<file path="src/rtl/rptr_empty_lvl.sv">
// Read-domain pointer/status block for an async FIFO: binary/Gray read pointer,
// registered empty, almost-empty, fill level and sticky underflow flags.
module rptr_empty_lvl #(
  parameter int ADDRSIZE  = 3,
  parameter int AE_THRESH = 1
) (
  input  logic                rclk,
  input  logic                rrst,
  input  logic                rinc,
  input  logic [ADDRSIZE:0]   rq2_wptr,
  input  logic                runf_clr,
  output logic [ADDRSIZE-1:0] raddr,
  output logic [ADDRSIZE:0]   rptr,
  output logic                rempty,
  output logic                raempty,
  output logic [ADDRSIZE:0]   rlevel,
  output logic                runderflow
);

  localparam int PW = ADDRSIZE + 1;
  localparam logic [ADDRSIZE:0] AE_LVL = PW'(AE_THRESH);

  function automatic logic [ADDRSIZE:0] gray2bin(input logic [ADDRSIZE:0] g);
    logic [ADDRSIZE:0] b;
    b[ADDRSIZE] = g[ADDRSIZE];
    for (int i = ADDRSIZE - 1; i >= 0; i--) begin
      b[i] = b[i+1] ^ g[i];
    end
    return b;
  endfunction

  function automatic logic [ADDRSIZE:0] bin2gray(input logic [ADDRSIZE:0] b);
    return (b >> 1) ^ b;
  endfunction

  logic [ADDRSIZE:0] rbin;
  logic [ADDRSIZE:0] rbin_next;
  logic [ADDRSIZE:0] rgray_next;
  logic [ADDRSIZE:0] wbin;
  logic [ADDRSIZE:0] lvl_next;
  logic              rd_en;

  // Next-pointer and level computation; rd_en gates on the registered empty flag.
  always_comb begin
    rd_en      = rinc & ~rempty;
    rbin_next  = rbin + {{ADDRSIZE{1'b0}}, rd_en};
    rgray_next = bin2gray(rbin_next);
    wbin       = gray2bin(rq2_wptr);
    lvl_next   = wbin - rbin_next;
  end

  // Pointer and flag registers all advance on the same edge.
  always_ff @(posedge rclk) begin
    if (rrst) begin
      rbin       <= {PW{1'b0}};
      rptr       <= {PW{1'b0}};
      rempty     <= 1'b1;
      raempty    <= 1'b1;
      rlevel     <= {PW{1'b0}};
      runderflow <= 1'b0;
    end else begin
      rbin    <= rbin_next;
      rptr    <= rgray_next;
      rempty  <= (rgray_next == rq2_wptr);
      raempty <= (lvl_next <= AE_LVL);
      rlevel  <= lvl_next;
      // Set beats clear.
      if (rinc & rempty) begin
        runderflow <= 1'b1;
      end else if (runf_clr) begin
        runderflow <= 1'b0;
      end else begin
        runderflow <= runderflow;
      end
    end
  end

  assign raddr = rbin[ADDRSIZE-1:0];

endmodule

</file>
<file path="config.mk">
export PLATFORM = sky130hd
export DESIGN_NAME = rptr_empty_lvl
export DESIGN_NICKNAME = d
export VERILOG_FILES = /design/src/rtl/rptr_empty_lvl.sv
export SDC_FILE = /design/constraint.sdc
export NUM_CORES = 1
export LEC_CHECK = 0
export BUFFER_PORTS_ARGS = -buffer_cell sky130_fd_sc_hd__buf_2
export CAP_MARGIN = 20
export CORE_UTILIZATION = 40
export DETAILED_ROUTE_END_ITERATION = 12
export PLACE_DENSITY_LB_ADDON = 0.05
export RECOVER_POWER = 50
export SYNTH_ARGS = -nofsm -noshare
export SYNTH_HDL_FRONTEND = slang
export SYNTH_SLANG_ARGS = --single-unit
</file>
<file path="constraint.sdc">
create_clock -name rclk -period 2.4 [get_ports rclk]
set_input_delay 0 -clock rclk [delete_from_list [all_inputs] [get_ports rclk]]
set_output_delay 0 -clock rclk [all_outputs]
set_load 0.02 [all_outputs]
</file>
==> results.env <==
SLEW_VIOL_FINAL=0
ANTENNA-DIODE-COUNT=0
SEQ_AREA_UM2=280
CRITPATHKIND='input port to flop'
PIN_COUNT=22
GRT_PASS1_VIAS=491
DIE_H_UM=43.7
ANTENNA_LEFT=0
PLACE.PORT_BUFFERS=21
INITIAL_CORE_UTIL_PCT=44.7
MAX_FCLK_GHz=0.445
GRT_PASS1_WL_UM=2100
TOTAL_VIA_COUNT_IN_THE_ROUTED_DESIGN=510
POSTLAYOUTCOREUTIL_PCT=55.7
RRSETUPSLACK_PS=250
GP_CONGESTION=0.727
SETUP_VIOL=0
SYNTHCELLS=67
WORSTSETUPSTARTPOINTTYPE='input port'
ROUTED_WIRE_LENGTH_PER_INSTANCE_UM=11.2
NUMBER_OF_ANTENNA_VIOLATIONS_AT_THE_FIRST_CHECK_IN_GLOBAL_ROUTING=0
CLK_PATH_BUF_DEPTH=2
WORST-ENDPOINT-ARRIVAL_PS=2430
ENDPOINT_KIND='flop'
DIE_WIDTH_UM=43.7
SYNTH-SEQ-AREA-SHARE_PCT=40.2
TRITONCTS.NUM_BUFFERS=3
WORSTSKEWPAIRLATENCY_PS=280
STATUS='finished, violations left'
WORST_SETUP_HOLD_PATH_CLK_SLEW_PS=80
POST-ROUTE-PERIOD-UTIL_PCT=93.5
SINKS_ON_THE_CLOCK_NET=14
DRTPASS1ITERATIONS=7
TIMING.FINAL.HOLD_VIOLATIONS=0
CORE.ROWCOUNT=14
LAYOUT-DRIVE-GT1-SHARE_PCT=21.3
MULTIINPUTGATEAREA_UM2=398
CORE_AREA_UM2=1560
AVGSYNTHCELLAREA_UM2=10.4
FIRST_ITER_VIOLATIONS=6
ROUTED_VIA_DENSITY=4.64
CRIT_REQUIRED_PS=2580
POSTROUTEWIRELENGTH_UM=1230
FIN_TNS_SETUP_PS=0
FINAL_PERIOD_MINUS_WORST_SETUP_SLACK_PS=2240
WHS_PATH_CELLS=2
SYN-NUM-NETS=80
MAX_SLEW.WORST_PIN.SLEW_PS=258
FAILED_CHECKS='design-rule violations'
CTS_TREE='yes'
PWR_DENSITY_CELL_nW_PER_UM2=683
GRT_REMAINING_OVERFLOW=0
HTREEDEPTH=1
RSZ0062_AT_GRT='no'
HPWLAFTERDP_UM=942
DRC_ERRORS=5
SYNTHESIS.AREA_UM2=697
GRT_MAX_DEGREE=15
R2R_DEPTH=9
FIN_HOLD_WS_PS=32.3
DIE_AREA_UM2=1910
YOSYSWARNINGCOUNT=0
CP_MAX_FO=3
CTS_ROOT_BUFFER='sky130_fd_sc_hd__clkbuf_4'
GRT.TOTAL_USAGE_PCT=15.3
FINAL.FILL_COUNT=152
CAP_VIOLATIONS=0
POST_SYNTH_NUM_CELL_TYPES=22
LEAKAGE_DISSIPATION_nW=0.389
NNETSFINAL=108
SYNTH.FF_LATCH_COUNT=14
WORST_SLEW_MARGIN_REL_PCT=82.9
LAYOUT-AREA-OVERHEAD-VS-SYNTH_PCT=24.6
CLOCK_SKEW_PS=0.691
HP-CLASS='input port to flop'
LAYOUT.CELLS.MOST_COMMON_LIST='14 x sky130_fd_sc_hd__clkbuf_1, 14 x sky130_fd_sc_hd__dfxtp_1, 7 x sky130_fd_sc_hd__xnor2_1, 7 x sky130_fd_sc_hd__nor2_1, 7 x sky130_fd_sc_hd__buf_2'
POWER.IR.VDD_WORST_V=0.000447
cell usage after synthesis:
cell	n	share of area, %
sky130_fd_sc_hd__dfxtp_1	14	40
sky130_fd_sc_hd__nor2_1	7	3.8
sky130_fd_sc_hd__xnor2_1	7	8.8
sky130_fd_sc_hd__xor2_1	6	7.5
sky130_fd_sc_hd__ha_1	5	9.0
sky130_fd_sc_hd__nor2b_1	4	3.6
sky130_fd_sc_hd__inv_1	3	1.6
sky130_fd_sc_hd__nand2_1	3	1.6
sky130_fd_sc_hd__a21oi_1	2	1.4
sky130_fd_sc_hd__clkbuf_1	2	1.1
sky130_fd_sc_hd__nand2b_1	2	1.8
sky130_fd_sc_hd__or2_2	2	1.8
sky130_fd_sc_hd__a21bo_2	1	1.4
sky130_fd_sc_hd__a21boi_0	1	1.1
sky130_fd_sc_hd__a31o_1	1	1.3
sky130_fd_sc_hd__a31o_2	1	1.3
sky130_fd_sc_hd__mux2i_1	1	1.4
sky130_fd_sc_hd__nand3_1	1	0.72
sky130_fd_sc_hd__o21bai_1	1	1.1
sky130_fd_sc_hd__o221ai_2	1	2.2
sky130_fd_sc_hd__xnor3_2	1	3.4
sky130_fd_sc_hd__xor3_4	1	4.0
critical path, stage by stage:
cell	delay (ps)
sky130_fd_sc_hd__dlygate4sd3_1	530
sky130_fd_sc_hd__buf_2	130
sky130_fd_sc_hd__nor2b_1	130
sky130_fd_sc_hd__ha_1	200
sky130_fd_sc_hd__ha_1	220
sky130_fd_sc_hd__xnor2_1	150
sky130_fd_sc_hd__ha_1	330
sky130_fd_sc_hd__a21bo_2	240
sky130_fd_sc_hd__o221ai_2	160
sky130_fd_sc_hd__xnor2_1	120
sky130_fd_sc_hd__a31o_1	220
report_power, final:
group          switching (mW)  internal (mW)  leakage (nW)  total [mW]
Clock                  0.0769         0.0924        0.0210       0.169
Combinational          0.0929         0.0680         0.253       0.161
Sequential            0.00740          0.255         0.115       0.263
worst paths after layout:
kind / start / endpoint
setup / recovery: rinc / raempty$_SDFF_PP1_
setup reg to reg: rempty$_SDFF_PP1_ / raempty$_SDFF_PP1_
hold reg to reg: rptr[3]$_SDFF_PP0_ / rptr[3]$_SDFF_PP0_
hold / removal: rrst / rlevel[1]$_SDFF_PP0_
cell type report:
| type | instances | area share [%] |
|---|---|---|
| clock buffers | 4 | 4.18 |
| repair buffers | 25 | 14.1 |
| inverters | 3 | 1.30 |
| well taps | 16 | 2.31 |
| flip-flops and latches | 14 | 32.3 |
| multi-input cells | 48 | 45.8 |
registers in the layout (all words and copies together) (netlist names):
| register | flops |
|---|---|
| rlevel | 4 |
| runderflow | 1 |
| rptr | 4 |
| raempty | 1 |
| rbin | 3 |
| rempty | 1 |
timing repair:
item                                   in CTS  in global routing
setup endpoints to repair                   0                  0
buffers inserted                            0                  0
gates resized for setup                     0                  0
hold buffers                                2                  0
endpoints found under the hold margin       1                  0
kinds of logic after synthesis:
| logic type | after synthesis | synth area share [%] |
|---|---|---|
| mux | 1 | 1.44 |
| flops | 14 | 40.2 |
| compound gates | 8 | 9.70 |
| buf+inv | 5 | 2.69 |
| simple gates | 19 | 13.3 |
| xor+xnor | 15 | 23.7 |
| fa+ha+maj | 5 | 8.98 |
through the flow:
| stage | total power, mW | cells | setup WS (ps) | area (µm²) |
|---|---|---|---|---|
| global placement | 0.433 | 104 | 300 | 830 |
| detailed placement | 0.433 | 104 | 262 | 830 |
| CTS | 0.608 | 110 | 163 | 886 |
| finish | 0.593 | 110 | 155 | 868 |
| floorplan | 0.386 | 67 | 79.0 | 697 |
| global route | 0.632 | 110 | 43.8 | 868 |
per-layer routing:
metal | global-route usage, % | wire length [µm] | vias up
met5 | 0 | 0 | -
met1 | 17.7 | 556 | 219
met2 | 24.8 | 557 | 18
met3 | 6.67 | 101 | 2
met4 | 5.63 | 13 | 0
li1 | - | - | 271
(Power assumes the default switching activity.)
